==> config.mk <==
export PLATFORM = sky130hd
export DESIGN_NAME = fetch_sequencer
export DESIGN_NICKNAME = d
export VERILOG_FILES = /design/src/rtl/fetch_sequencer.sv
export SDC_FILE = /design/constraint.sdc
export NUM_CORES = 1
export LEC_CHECK = 0
export CORE_MARGIN = 2
export CORE_UTILIZATION = 50
export DETAILED_ROUTE_END_ITERATION = 7
export GPL_TIMING_DRIVEN = 0
export PLACE_DENSITY = 0.8
export SYNTH_ARGS = -nofsm -noshare
export SYNTH_HDL_FRONTEND = slang
export SYNTH_SLANG_ARGS = --single-unit
==> constraint.sdc <==
create_clock -name clk -period 5.65 [get_ports clk]
set_input_delay 0.8475 -clock clk [delete_from_list [all_inputs] [get_ports clk]]
set_output_delay 0.8475 -clock clk [all_outputs]
set_load 0.01 [all_outputs]
==> src/rtl/fetch_sequencer.sv <==
// rtl/fetch_sequencer.sv - two-phase instruction fetch/issue sequencer with call/return stack
module fetch_sequencer #(
    parameter logic [10:0] RESET_VECTOR = 11'h000,
    parameter int          STACK_DEPTH  = 8
) (
    input  logic        clk,
    input  logic        rst_n,
    output logic [10:0] Rom_addr_out,
    input  logic [13:0] Rom_data_in,
    output logic [13:0] ir_out,
    output logic        ir_valid,
    input  logic        ir_ready,
    input  logic        goto_en,
    input  logic        call_en,
    input  logic        ret_en,
    input  logic        skip_en,
    input  logic [10:0] target_in,
    output logic [10:0] pc_out,
    output logic        stack_ovf,
    output logic        stack_unf
);

    // SP counts 0..STACK_DEPTH inclusive, so it needs one more code than the depth.
    localparam int SPW   = $clog2(STACK_DEPTH + 1);
    localparam int SLOTS = 1 << SPW;
    localparam logic [SPW-1:0] SP_FULL = SPW'(STACK_DEPTH);

    localparam logic [0:0] S_FETCH = 1'b0;
    localparam logic [0:0] S_ISSUE = 1'b1;

    logic [0:0]     state_q, state_d;
    logic [10:0]    pc_q, pc_d;
    logic [13:0]    ir_q, ir_d;
    logic [10:0]    pcout_q, pcout_d;
    logic           valid_q, valid_d;
    logic [SPW-1:0] sp_q, sp_d;
    logic           ovf_q, ovf_d;
    logic           unf_q, unf_d;
    logic           push_en;

    // Slots above STACK_DEPTH-1 exist only so SP can index the array at full width;
    // they are never written or read.
    logic [10:0]    stack_q [SLOTS];
    logic [SPW-1:0] sp_m1;

    assign sp_m1        = sp_q - 1'b1;
    assign Rom_addr_out = pc_q;
    assign ir_out       = ir_q;
    assign pc_out       = pcout_q;
    assign ir_valid     = valid_q;
    assign stack_ovf    = ovf_q;
    assign stack_unf    = unf_q;

    // Next-state: fetch latches the ROM word; an accepted issue applies one flow action.
    always_comb begin
        state_d = state_q;
        pc_d    = pc_q;
        ir_d    = ir_q;
        pcout_d = pcout_q;
        valid_d = valid_q;
        sp_d    = sp_q;
        ovf_d   = ovf_q;
        unf_d   = unf_q;
        push_en = 1'b0;
        case (state_q)
            S_FETCH: begin
                ir_d    = Rom_data_in;
                pcout_d = pc_q;
                pc_d    = pc_q + 11'd1;
                valid_d = 1'b1;
                state_d = S_ISSUE;
            end
            S_ISSUE: begin
                if (valid_q && ir_ready) begin
                    valid_d = 1'b0;
                    state_d = S_FETCH;
                    if (ret_en) begin
                        if (sp_q != '0) begin
                            pc_d = stack_q[sp_m1];
                            sp_d = sp_m1;
                        end else begin
                            unf_d = 1'b1;
                        end
                    end else if (call_en) begin
                        // PC already points past the calling instruction: that is the return address.
                        if (sp_q != SP_FULL) begin
                            push_en = 1'b1;
                            sp_d    = sp_q + 1'b1;
                        end else begin
                            ovf_d = 1'b1;
                        end
                        pc_d = target_in;
                    end else if (goto_en) begin
                        pc_d = target_in;
                    end else if (skip_en) begin
                        pc_d = pc_q + 11'd1;
                    end
                end
            end
            default: state_d = S_FETCH;
        endcase
    end

    // Control and datapath registers with synchronous active-low reset.
    always_ff @(posedge clk) begin
        if (!rst_n) begin
            state_q <= S_FETCH;
            pc_q    <= RESET_VECTOR;
            ir_q    <= 14'h0;
            pcout_q <= RESET_VECTOR;
            valid_q <= 1'b0;
            sp_q    <= '0;
            ovf_q   <= 1'b0;
            unf_q   <= 1'b0;
        end else begin
            state_q <= state_d;
            pc_q    <= pc_d;
            ir_q    <= ir_d;
            pcout_q <= pcout_d;
            valid_q <= valid_d;
            sp_q    <= sp_d;
            ovf_q   <= ovf_d;
            unf_q   <= unf_d;
        end
    end

    // Return-address storage; contents are don't-care while SP is zero, so no reset.
    always_ff @(posedge clk) begin
        if (rst_n && push_en) begin
            stack_q[sp_q] <= pc_q;
        end
    end

endmodule
==> reports/metrics.csv, run 1 <==
metric,value,unit
final_hold_viol_count,0,
holdPathStages,2,
synth_compound_area_frac,0.0698,
synth.area.top_cells,"edfxtp_1, dfxtp_1, mux2i_1",
worst_ep_arrival_time,3.51,ns
r2r-end,stack_q[13][0],
slew_viol_final,0,
yosys.area_share.simple,0.0654,
grt_use_total,0.225,
synth.most_common_cell,edfxtp_1,
ff2ff_setup_slack,2.24,ns
synth_warnings,0,
slowest_delay,1.07,ns
r2r_start,sp_q[0],
fin_skew,0.0109,ns
grt_setup_unrepaired,false,
final_antenna_net_count,0,
die-area,0.0193,mm2
cts_made_buffers,21,
multi_input_area,0.00278,mm2
htreeDepth,1,
num_vias,5761,
clock_latency,0.50,ns
crit_type,reg -> reg,
synth_edf_count,176,
layoutNonFillerInstCount,947,
avgSynthCellArea,15.2,um2
slowest_stage,nor2_1,
synth_top_family_by_area,multiplexers,
whs_endpoint,ir_out[2],
drt-initial-drc-count,772,
die_x,139,um
synth.top_cell.area_share,0.581,
synth_common_cells,"edfxtp_1, mux2i_1, dfxtp_1, nand2_1, nor2b_1",
cts_hold_buf,0,
dr.pass1.iters,5,
worst_ep_required_time,5.75,ns
max_freq,0.293,GHz
use_met2,0.387,
setup_viol,0,
drt-total-wl,22.2,mm
path_buf_inv,2,
min-delay-path-class,reg -> reg,
ir_drop,234,uV
grt-ovfl-total,0,
synth_cells,596,
dp.cells,909,
portBuffers,69,
crit_family,simple AND/OR/NAND/NOR gates,
final_nets,741,
synth_top_area_cell,edfxtp_1,
yosys_register_bits,220,
synth_xor_area_frac,0.0165,
start_util,0.508,
clockRootBuffer,clkbuf_16,
drcViolationCount,0,
vias_per_cell,6.08,
setup_tns,0,ns
cts_tree,done,
gr-usage-met3,0.0421,
grt_max_degree,25,
busiest_layer,met2,
ctsResizeCount,0,
ys_seq_area_frac,0.678,
slew_headroom,0.0558,
syn_to_final_growth,19.5,%
cts_setup_buffers,0,
r2r_cells,7,
cts_sinks,220,
path_clk_slew,0.06,ns
synth_top_flop_cell,edfxtp_1,
cp_cell_sequence,buf_6 -> clkinv_1 -> ha_1 -> a21oi_1 -> and3_1 -> nand2_1 -> nor2_1,
seqCellArea,0.00617,mm2
synth_fa_ha_area_frac,0.00826,
timing.final.crit_share,0.604,
num_rows,49,
synth.mux.area_fraction,0.138,
fp.coreArea,0.0179,mm2
status,"complete, no violations",
drive_gt1_frac,0.113,
grt_pass1_vias,5840,
clockBufferDepth,3,
power.leakage,3.71,nW
gp_congestion,0.907,
synth.distinct_cells,47,
crit_path_start_kind,flip-flop,
tightestPinTransition,1.41,ns
endpoint_kind,flip-flop,
cap_violations,0,
die_h,139,um
ios,71,
post_drt_wl_per_cell,23.4,um
fillers,1324,
dp_hpwl,14.4,mm
path_max_fanout,11,
async_reset_ff_frac,0,
grtUsageMet1,0.279,
fin_crit,3.41,ns
antenna_found_initial,0,
hold_start,ir_out[2],
n_antenna_cell,0,
netlist_area,0.00909,mm2
grt_pass1_wl,33.3,mm
power.density,319,mW/mm2
routing by layer:
metal	up-vias	wire (um)
met5	-	0
met4	0	893
met3	67	2080
met2	374	11100
met1	2819	8140
li1	2501	-
sequential cells by signal, summed over array words and instances (netlist names):
register and flops:
state_q 1, sp_q 4, stack_unf 1, ir_out 14
stack_q 176, stack_ovf 1, ir_valid 1, Rom_addr_out 11
pc_out 11
worst max path at each step:
stage                     startpoint               to  slack, ns  depth (start not counted)
final                        sp_q[0]   stack_q[13][0]       2.24                          7
after floorplan              sp_q[0]    stack_q[3][0]       3.02                          7
after global routing         sp_q[0]  Rom_addr_out[9]       2.14                          9
after CTS                    sp_q[0]   stack_q[12][8]       2.27                          7
after detailed placement     call_en   stack_q[14][2]       2.04                          5
after global placement         rst_n    stack_q[1][0]       1.59                          4
cell type report:
cell class,count,area share
Sequential cell,220,0.568
Clock inverter,9,0.00714
Buffer,33,0.0153
Timing Repair Buffer,74,0.0688
Multi-Input combinational cell,342,0.256
Tap cell,229,0.0264
Inverter,11,0.00380
Clock buffer,29,0.0549
kinds of logic (layout without fill, tap and decap cells):
kind of cell | after synthesis | after routing
compound gates | 92 | 92
xor+xnor | 15 | 15
fa+ha+maj | 6 | 6
buf+inv | 44 | 156
flops | 220 | 220
mux | 100 | 100
other cells | 1 | 11
simple gates | 118 | 118
through the flow:
| stage | instance area (um2) | worst slack [ns] | util | total power, W | hold WS (ns) |
|---|---|---|---|---|---|
| finish | 10900 | 2.24 | 0.607 | 0.00346 | 0.526 |
| global route | 10900 | 2.14 | 0.607 | 0.00356 | 0.551 |
| CTS | 10900 | 2.27 | 0.606 | 0.00347 | 0.528 |
| detailed placement | 10200 | 2.04 | 0.569 | 0.00213 | 0.505 |
| global placement | 10100 | 1.59 | 0.564 | 0.00212 | 0.489 |
| floorplan | 9130 | 3.02 | - | 0.00200 | 0.533 |
worst register-to-register path, cell delays in order (launching register included):
cell and delay [ns]:
dfxtp_1 0.39, buf_6 0.19, clkinv_1 0.37, ha_1 0.43, a21oi_1 0.15, and3_1 0.26, nand2_1 0.15, nor2_1 1.07
cells in the final DEF (no fill, tap or decap), types with 3 or more instances in the layout:
cell type	instances
nor3_2	4
clkbuf_1	15
and3_1	3
a211oi_1	5
clkinv_2	4
conb_1	11
buf_2	16
nand2b_1	4
a21boi_0	4
nor2b_1	29
mux4_1	7
nor3_1	3
nor2_1	17
o21ai_0	17
edfxtp_1	176
a22oi_1	28
clkdlybuf4s50_1	69
buf_1	4
a21oi_1	6
mux2i_1	78
a31oi_1	15
nand2_1	30
a32oi_1	4
nand3_1	13
mux4_2	11
and2_1	3
nor2_2	3
xor2_1	9
dfxtp_1	44
xnor2_1	5
buf_6	8
mux2_2	4
clkbuf_16	22
inv_1	10
ha_1	6
power breakdown:
group	total [W]	switching [W]	leakage (nW)	internal (W)
combinational	0.000252	0.000129	1.39	0.000123
sequential	0.00185	0.0000596	1.99	0.00179
clock	0.00136	0.000567	0.328	0.000788
(Power assumes the default switching activity.)
==> run 2: changes to the inputs <==
clock period = 3.5 ns   (was 5.65 ns; I/O delays follow)
==> reports/metrics.csv, run 2 (same netlist as run 1, synthesis figures left out) <==
metric,value,unit,change
r2r-end,stack_q[15][0],,
power.density,513,mW/mm2,+61%
slew_headroom,0.144,,+0.0884
drcViolationCount,0,,unchanged
slowest_delay,0.99,ns,-0.08 ns
worst_ep_required_time,3.60,ns,-2.15 ns
syn_to_final_growth,19.6,%,
timing.final.crit_share,0.950,,+0.346
die-area,0.0193,mm2,unchanged
layout_common_cells,"edfxtp_1, mux2i_1, clkdlybuf4s50_1",,
final_hold_viol_count,0,,unchanged
grtUsageMet1,0.279,,unchanged
die_x,139,um,unchanged
htreeDepth,1,,unchanged
portBuffers,69,,unchanged
layoutNonFillerInstCount,947,,unchanged
drive_gt1_frac,0.117,,+0.00418
drt-initial-drc-count,704,,-8.8%
ios,71,,unchanged
status,"complete, no violations",,
crit_start,sp_q[0],,
largest_reg_flops,176,,unchanged
drt-total-wl,22.2,mm,about the same
num_rows,49,,unchanged
slowest_stage,nor2_1,,
num_vias,5709,,-0.90%
clockBufferDepth,3,,unchanged
pre_cts_ws,0.0887,ns,-1.95 ns
grt_pass1_wl,33.3,mm,unchanged
max_freq,0.301,GHz,+2.6%
use_met2,0.387,,unchanged
die_h,139,um,unchanged
slew_viol_final,0,,unchanged
setup_viol,0,,unchanged
final_common_cell,edfxtp_1,,
power.leakage,3.71,nW,+0.23%
final_antenna_net_count,0,,unchanged
grt_use_total,0.225,,unchanged
cap_violations,0,,unchanged
vias_per_cell,6.03,,-0.90%
cp_cell_sequence,buf_6 -> clkinv_1 -> ha_1 -> a21oi_1 -> and3_1 -> nand2_1 -> nor2_1,,
crit_type,reg -> reg,,
gp_congestion,0.907,,unchanged
crit_path_start_kind,flip-flop,,
busiest_layer,met2,,
n_antenna_cell,0,,unchanged
r2r_start,sp_q[0],,
grt_max_degree,25,,unchanged
ff2ff_setup_slack,0.18,ns,-2.06 ns
clockRootBuffer,clkbuf_16,,
ir_drop,377,uV,+61%
grt_setup_unrepaired,false,,
path_clk_slew,0.06,ns,about the same
endpoint_kind,flip-flop,,
fin_skew,0.00985,ns,-0.00108 ns
worst_ep_arrival_time,3.42,ns,-0.09 ns
dp_hpwl,14.4,mm,unchanged
start_util,0.508,,unchanged
r2r_cells,7,,unchanged
post_drt_wl_per_cell,23.4,um,about the same
fp.coreArea,0.0179,mm2,unchanged
antenna_found_initial,0,,unchanged
dr.pass1.iters,6,,+1
grt-ovfl-total,0,,unchanged
clock_latency,0.49,ns,about the same
setup.worst_path.end,stack_q[15][0],,
cts_tree,done,,
grt_pass1_vias,5840,,unchanged
cts_made_buffers,21,,unchanged
cts_sinks,220,,unchanged
tightestPinTransition,1.28,ns,-0.132 ns
gr-usage-met3,0.0421,,unchanged
path_max_fanout,11,,unchanged
fin_crit,3.32,ns,-0.0867 ns
min-delay-path-class,reg -> reg,,
setup_ws,0.176,ns,-2.06 ns
top_register,stack_q,,
final_nets,741,,unchanged
dp.cells,909,,unchanged
cts_hold_buf,0,,unchanged
-- run 2: critical path: cells and delay by family (launching register included) --
family	cells	cell delay (ns)
flip-flops	1	0.40
buffers and inverters	2	0.55
AND/OR/NAND/NOR	3	1.39
adder cells (fa/ha/maj)	1	0.43
AO/OA/AOI/OAI	1	0.15
-- run 2: routing by layer --
metal	wire, um	part of all wire	up-vias
li1	-	-	2501
met1	8040	0.36	2783
met2	11100	0.50	357
met3	2140	0.096	68
met4	918	0.041	0
met5	0	0	-
-- run 2: worst min path at each step --
stage / cells after the start / slack [ns] / endpoint / start
CTS: 2 / 0.53 / ir_out[13] / ir_out[13]
finish: 2 / 0.53 / ir_out[2] / ir_out[2]
global placement: 2 / 0.49 / stack_unf / stack_unf
detailed placement: 2 / 0.51 / stack_ovf / stack_ovf
global route: 2 / 0.55 / pc_out[8] / pc_out[8]
floorplan: 2 / 0.53 / stack_ovf / stack_ovf
-- run 2: area by class of cell --
cell class	instances	area [um2]
fillers	1319	7030
flip-flops and latches	220	6170
multi-input cells	342	2790
repair buffers	74	747
clock buffers	29	597
well taps	229	287
plain buffers	33	166
clock inverters	9	77.6
inverters	11	41.3
-- run 2: where the power goes --
part / internal [W] / switching (W)
logic: 0.000198 / 0.000210
clock network: 0.00127 / 0.000910
registers: 0.00290 / 0.0000955
-- run 2: per-stage QoR --
| stage | hold slack (ns) | power, W | util | TNS (ns) | cell area, um2 |
|---|---|---|---|---|---|
| 2_1_floorplan | 0.533 | 0.00323 | - | 0 | 9130 |
| 3_3_place_gp | 0.489 | 0.00342 | 0.564 | -13.44 | 10100 |
| 3_5_place_dp | 0.505 | 0.00344 | 0.569 | 0 | 10200 |
| 4_1_cts | 0.528 | 0.00560 | 0.606 | 0 | 10900 |
| 5_1_grt | 0.551 | 0.00574 | 0.607 | 0 | 10900 |
| 6_report | 0.527 | 0.00558 | 0.607 | 0 | 10900 |
-- run 2: repair_timing --
item,in CTS,in global routing
gates resized for setup,0,3
endpoints found under the setup margin,0,7
setup buffers,0,0
==> run 3: changes to the inputs <==
CTS_BUF_LIST = sky130_fd_sc_hd__clkbuf_2 sky130_fd_sc_hd__clkbuf_4 sky130_fd_sc_hd__clkbuf_8   (was default)
==> reports/metrics.csv, run 3 (same netlist as run 1, synthesis figures left out) <==
metric,value,unit,change
status,"complete, no violations",,
post_drt_wl_per_cell,22.9,um,-2.2%
tightestPinTransition,1.22,ns,-0.0585 ns
final_cell_area,0.0109,mm2,+0.66%
ir_drop,311,uV,-18%
pre_cts_ws,0.0887,ns,unchanged
die_h,139,um,unchanged
setup_viol,0,,unchanged
ff2ff_setup_slack,0.22,ns,+0.04 ns
clockBufferDepth,3,,unchanged
fillers,1317,,-0.15%
dr.pass1.iters,6,,unchanged
die_x,139,um,unchanged
slew_viol_final,0,,unchanged
path_max_fanout,11,,unchanged
cts_made_buffers,34,,+62%
endpoint_kind,flip-flop,,
cp_cell_sequence,buf_6 -> clkinv_1 -> ha_1 -> a21oi_1 -> and3_1 -> nand2_1 -> nor2_1,,
layoutNonFillerInstCount,971,,+2.5%
grt_max_degree,25,,unchanged
max_freq,0.305,GHz,+1.2%
portBuffers,69,,unchanged
slew_headroom,0.183,,+0.0391
slowest_stage,nor2_1,,
crit_type,reg -> reg,,
antenna_found_initial,0,,unchanged
die-area,0.0193,mm2,unchanged
drt-initial-drc-count,765,,+8.7%
htreeDepth,2,,+1
largest_reg_flops,176,,unchanged
min-delay-path-class,reg -> reg,,
worst_ep_required_time,3.61,ns,about the same
drive_gt1_frac,0.151,,+0.0340
timing.final.crit_share,0.938,,-0.0117
start_util,0.508,,unchanged
final_hold_viol_count,0,,unchanged
grt_setup_unrepaired,false,,
syn_to_final_growth,20.4,%,
cap_violations,0,,unchanged
fp.coreArea,0.0179,mm2,unchanged
layout_common_cells,"edfxtp_1, mux2i_1, clkdlybuf4s50_1",,
final_nets,754,,+1.8%
r2r_cells,7,,unchanged
hold_ws,0.523,ns,-0.00377 ns
dp.cells,909,,unchanged
n_antenna_cell,0,,unchanged
clock_latency,0.51,ns,+0.02 ns
drt-total-wl,22.2,mm,+0.24%
top_register,stack_q,,
gp_congestion,0.907,,unchanged
slowest_delay,0.94,ns,-0.05 ns
fin_crit,3.28,ns,-0.0409 ns
power.leakage,3.78,nW,+1.8%
ios,71,,unchanged
num_vias,5862,,+2.7%
grt_use_total,0.228,,+0.00262
cts_sinks,220,,unchanged
holdPathStages,2,,unchanged
power.density,519,mW/mm2,+1.1%
setup_ws,0.217,ns,+0.0409 ns
final_antenna_net_count,0,,unchanged
worst_ep_arrival_time,3.39,ns,-0.03 ns
final_common_cell,edfxtp_1,,
vias_per_cell,6.04,,+0.14%
clockRootBuffer,clkbuf_8,,
drcViolationCount,0,,unchanged
fin_skew,0.0163,ns,+0.00641 ns
path_clk_slew,0.07,ns,about the same
dp_hpwl,14.4,mm,unchanged
num_rows,49,,unchanged
grt_pass1_vias,5981,,+2.4%
cts_setup_buffers,0,,unchanged
postPlaceCellArea,0.0102,mm2,unchanged
grt-ovfl-total,0,,unchanged
grt_pass1_wl,33.6,mm,+0.87%
crit_path_start_kind,flip-flop,,
cts_tree,done,,
cts_hold_buf,0,,unchanged
[run 3: cell count changes in the layout (fill, tap and decap cells not counted), moves of 3 or more]
cell	before	now
clkbuf_4	0	14
clkinv_1	2	5
clkbuf_1	15	10
clkbuf_16	22	0
clkbuf_8	2	40
[run 3: final timing paths]
check | start | endpoint
setup reg to reg | sp_q[0] | stack_q[5][8]
hold reg to reg | stack_ovf | stack_ovf
hold / removal | stack_ovf | stack_ovf
setup / recovery | sp_q[0] | stack_q[5][8]
[run 3: per-stage QoR]
stage          power (W)   util  setup TNS, ns
5_1_grt          0.00585  0.611              0
4_1_cts          0.00569  0.610              0
2_1_floorplan    0.00323      -              0
3_5_place_dp     0.00344  0.569              0
6_report         0.00568  0.611              0
3_3_place_gp     0.00342  0.564         -13.44
[run 3: critical path: cells and delay by family, from the launching register on]
kind,cells,cell delay [ns]
adder cells (fa/ha/maj),1,0.44
AO/OA/AOI/OAI,1,0.14
flip-flops,1,0.39
AND/OR/NAND/NOR,3,1.34
buffers and inverters,2,0.57
[run 3: layer usage]
metal  part of all wire  track usage  up-vias  wire, um
met2               0.49        0.384      354     11000
met5                  0            0        -         0
met1               0.37        0.285     2883      8120
li1                   -            -     2535         -
met4              0.046        0.102        0      1010
met3              0.096       0.0480       90      2130
[run 3: repair_timing]
| action | CTS | global route |
|---|---|---|
| hold endpoints to repair | 0 | 0 |
| gates resized for setup | 0 | 5 |
| setup endpoints to repair | 0 | 34 |
[run 3: final cells by class]
| class | instances | area, um2 | share of cell area |
|---|---|---|---|
| flip-flops and latches | 220 | 6170 | 0.563 |
| clock inverters | 8 | 85.1 | 0.00777 |
| multi-input cells | 342 | 2800 | 0.256 |
| clock buffers | 54 | 656 | 0.0599 |
| well taps | 229 | 287 | 0.0262 |
| plain buffers | 33 | 166 | 0.0152 |
| inverters | 11 | 41.3 | 0.00377 |
| repair buffers | 74 | 747 | 0.0682 |
[run 3: power breakdown]
| part | internal, W | switching [W] |
|---|---|---|
| Combinational | 0.000198 | 0.000207 |
| Clock | 0.00134 | 0.000945 |
| Sequential | 0.00290 | 0.0000966 |
| Total | 0.00443 | 0.00125 |
==> patch, RTL diff (config.mk and constraints of run 1) <==
Reset style: asynchronous (`rst_n`), changed in one clocked block. Comments in the files are not updated.
--- a/src/rtl/fetch_sequencer.sv
+++ b/src/rtl/fetch_sequencer.sv
@@ -104,3 +104,3 @@
     // Control and datapath registers with synchronous active-low reset.
-    always_ff @(posedge clk) begin
+    always_ff @(posedge clk or negedge rst_n) begin
         if (!rst_n) begin
Behaviour: differs if rst_n is asserted again (counterexample within 4 cycles, from zero or initial values and one cycle with rst_n low); with rst_n held inactive, the same outputs for 4 cycles.
==> patch against run 1 <==
  * Via count decreased by 11%
  * Area after synthesis decreased by 1.2%
  * Design area decreased by 0.74%
  * Sequential cell count unchanged
  * Cell count decreased by 11%
  * Wire length decreased by 6.7%
  * Worst setup slack improved by 59 ps
  * Global-route usage increased by 0.19 points
  * Fmax increased by 1.7%
Power is not compared: it rests on default switching activity, and its combinational part moved more than twofold at a synthesized area within 25%.
==> patch: results (changes against run 1) <==
- Hold Path Class: primary input to asynchronous set/reset pin
- FF-to-FF End: stack_q[6][3]
- Largest net degree at the start of global routing: 30 (+20%)
- # fillers: 1232 (-6.9%)
- Max incr delay on CP: 1110 ps (+40 ps)
- CTS Buffer Depth: 3 (unchanged)
- Initial drt markers: 462 (-40%)
- Routing usage on met3: 3.545% (-0.67 points)
- Adder-cell share of the synthesized area: 0.8364% (+0.010 points)
- Clock network area share: 6.383% (+0.17 points)
- Comb_multi_in: 251 (-27%)
- Area occupied by registers: 6386 um^2 (+3.6%)
- FP Rows: 48 (-2.0%)
- Fin nets: 639 (-14%)
- Vias in the first global route: 5300 (-9.2%)
- Post-Synth XOR/XNOR Area: 1.352% (-0.30 points)
- Logic inverters: 8 (-3)
- CTS Buf Count: 23 (+9.5%)
- GPL Wtd Cong: 0.8936 (-1.4%)
- CLK BUF: 30 (+3.4%)
- Final worst slack: 2298 ps (+58.55 ps)
- Dpl cells: 801 (-12%)
- Met2 usage: 36.91% (-1.7 points)
- HPWL Detailed: 13180 um (-8.6%)
- CP arrival: 3460 ps (-50 ps)
- Worst slew margin: 2.887% (-2.7 points)
- Multi-input combinational area share: 23.07% (-2.5 points)
- Synth cell types: 50 (+6.4%)
- Reg2reg start: sp_q[0]
- Synth Area in Compound Gates: 3.819% (-3.2 points)
- Met1 Resource Use GR: 31.66% (+3.8 points)
- WL met1: 8150 um (+0.15%)
- Multiplexer share of the synthesized area: 16.50% (+2.7 points)
- Pre-CTS WS: 1741 ps (-301.3 ps)
- Non-Clock Buffer Count: 97 (-9.3%)
- Routed WL: 20700 um (-6.7%)
- Via count: 5139 (-11%)
- Status: complete, no violations
- Placed inst area: 10080 um^2 (-0.97%)
- Top cells by count, synth: 176 x edfxtp_1, 44 x dfrtp_1, 40 x mux4_2
- Sequential area share after synthesis: 71.15% (+3.3 points)
- Wire per inst: 24.55 um (+4.8%)
- First-pass GRT wire length: 31230 um (-6.2%)
- Signal buf overhead: 8.402% (about the same)
- Main area contributors after synthesis: edfxtp_1 59%, dfrtp_1 12%, mux4_2 10%
[patch: power groups by stage]
| stage | registers [mW] | clock network [mW] | logic, mW |
|---|---|---|---|
| global placement | 2.42 | 0 | 2.08 |
| detailed placement | 2.45 | 0 | 2.11 |
| global route | 2.46 | 1.47 | 2.25 |
| floorplan | 2.40 | 0 | 1.33 |
| finish | 2.42 | 1.39 | 2.12 |
| CTS | 2.42 | 1.41 | 2.12 |
[patch: worst reg2reg max path: stages (launching register included)]
cell      delay [ps]
dfrtp_1          370
buf_4            270
buf_6            240
inv_2            170
ha_1             290
nand3b_1         130
and3_1           200
nand2_1          150
nor2_1          1110
[patch: worst min path at each step]
stage,start,end,slack [ps],cells past startpoint
after floorplan,state_q,state_q,490,1
after global placement,stack_unf,stack_unf,460,1
after detailed placement,stack_unf,stack_unf,460,1
after CTS,rst_n,ir_out[9],280,1
after global routing,rst_n,ir_out[5],300,1
final,rst_n,ir_out[10],280,1
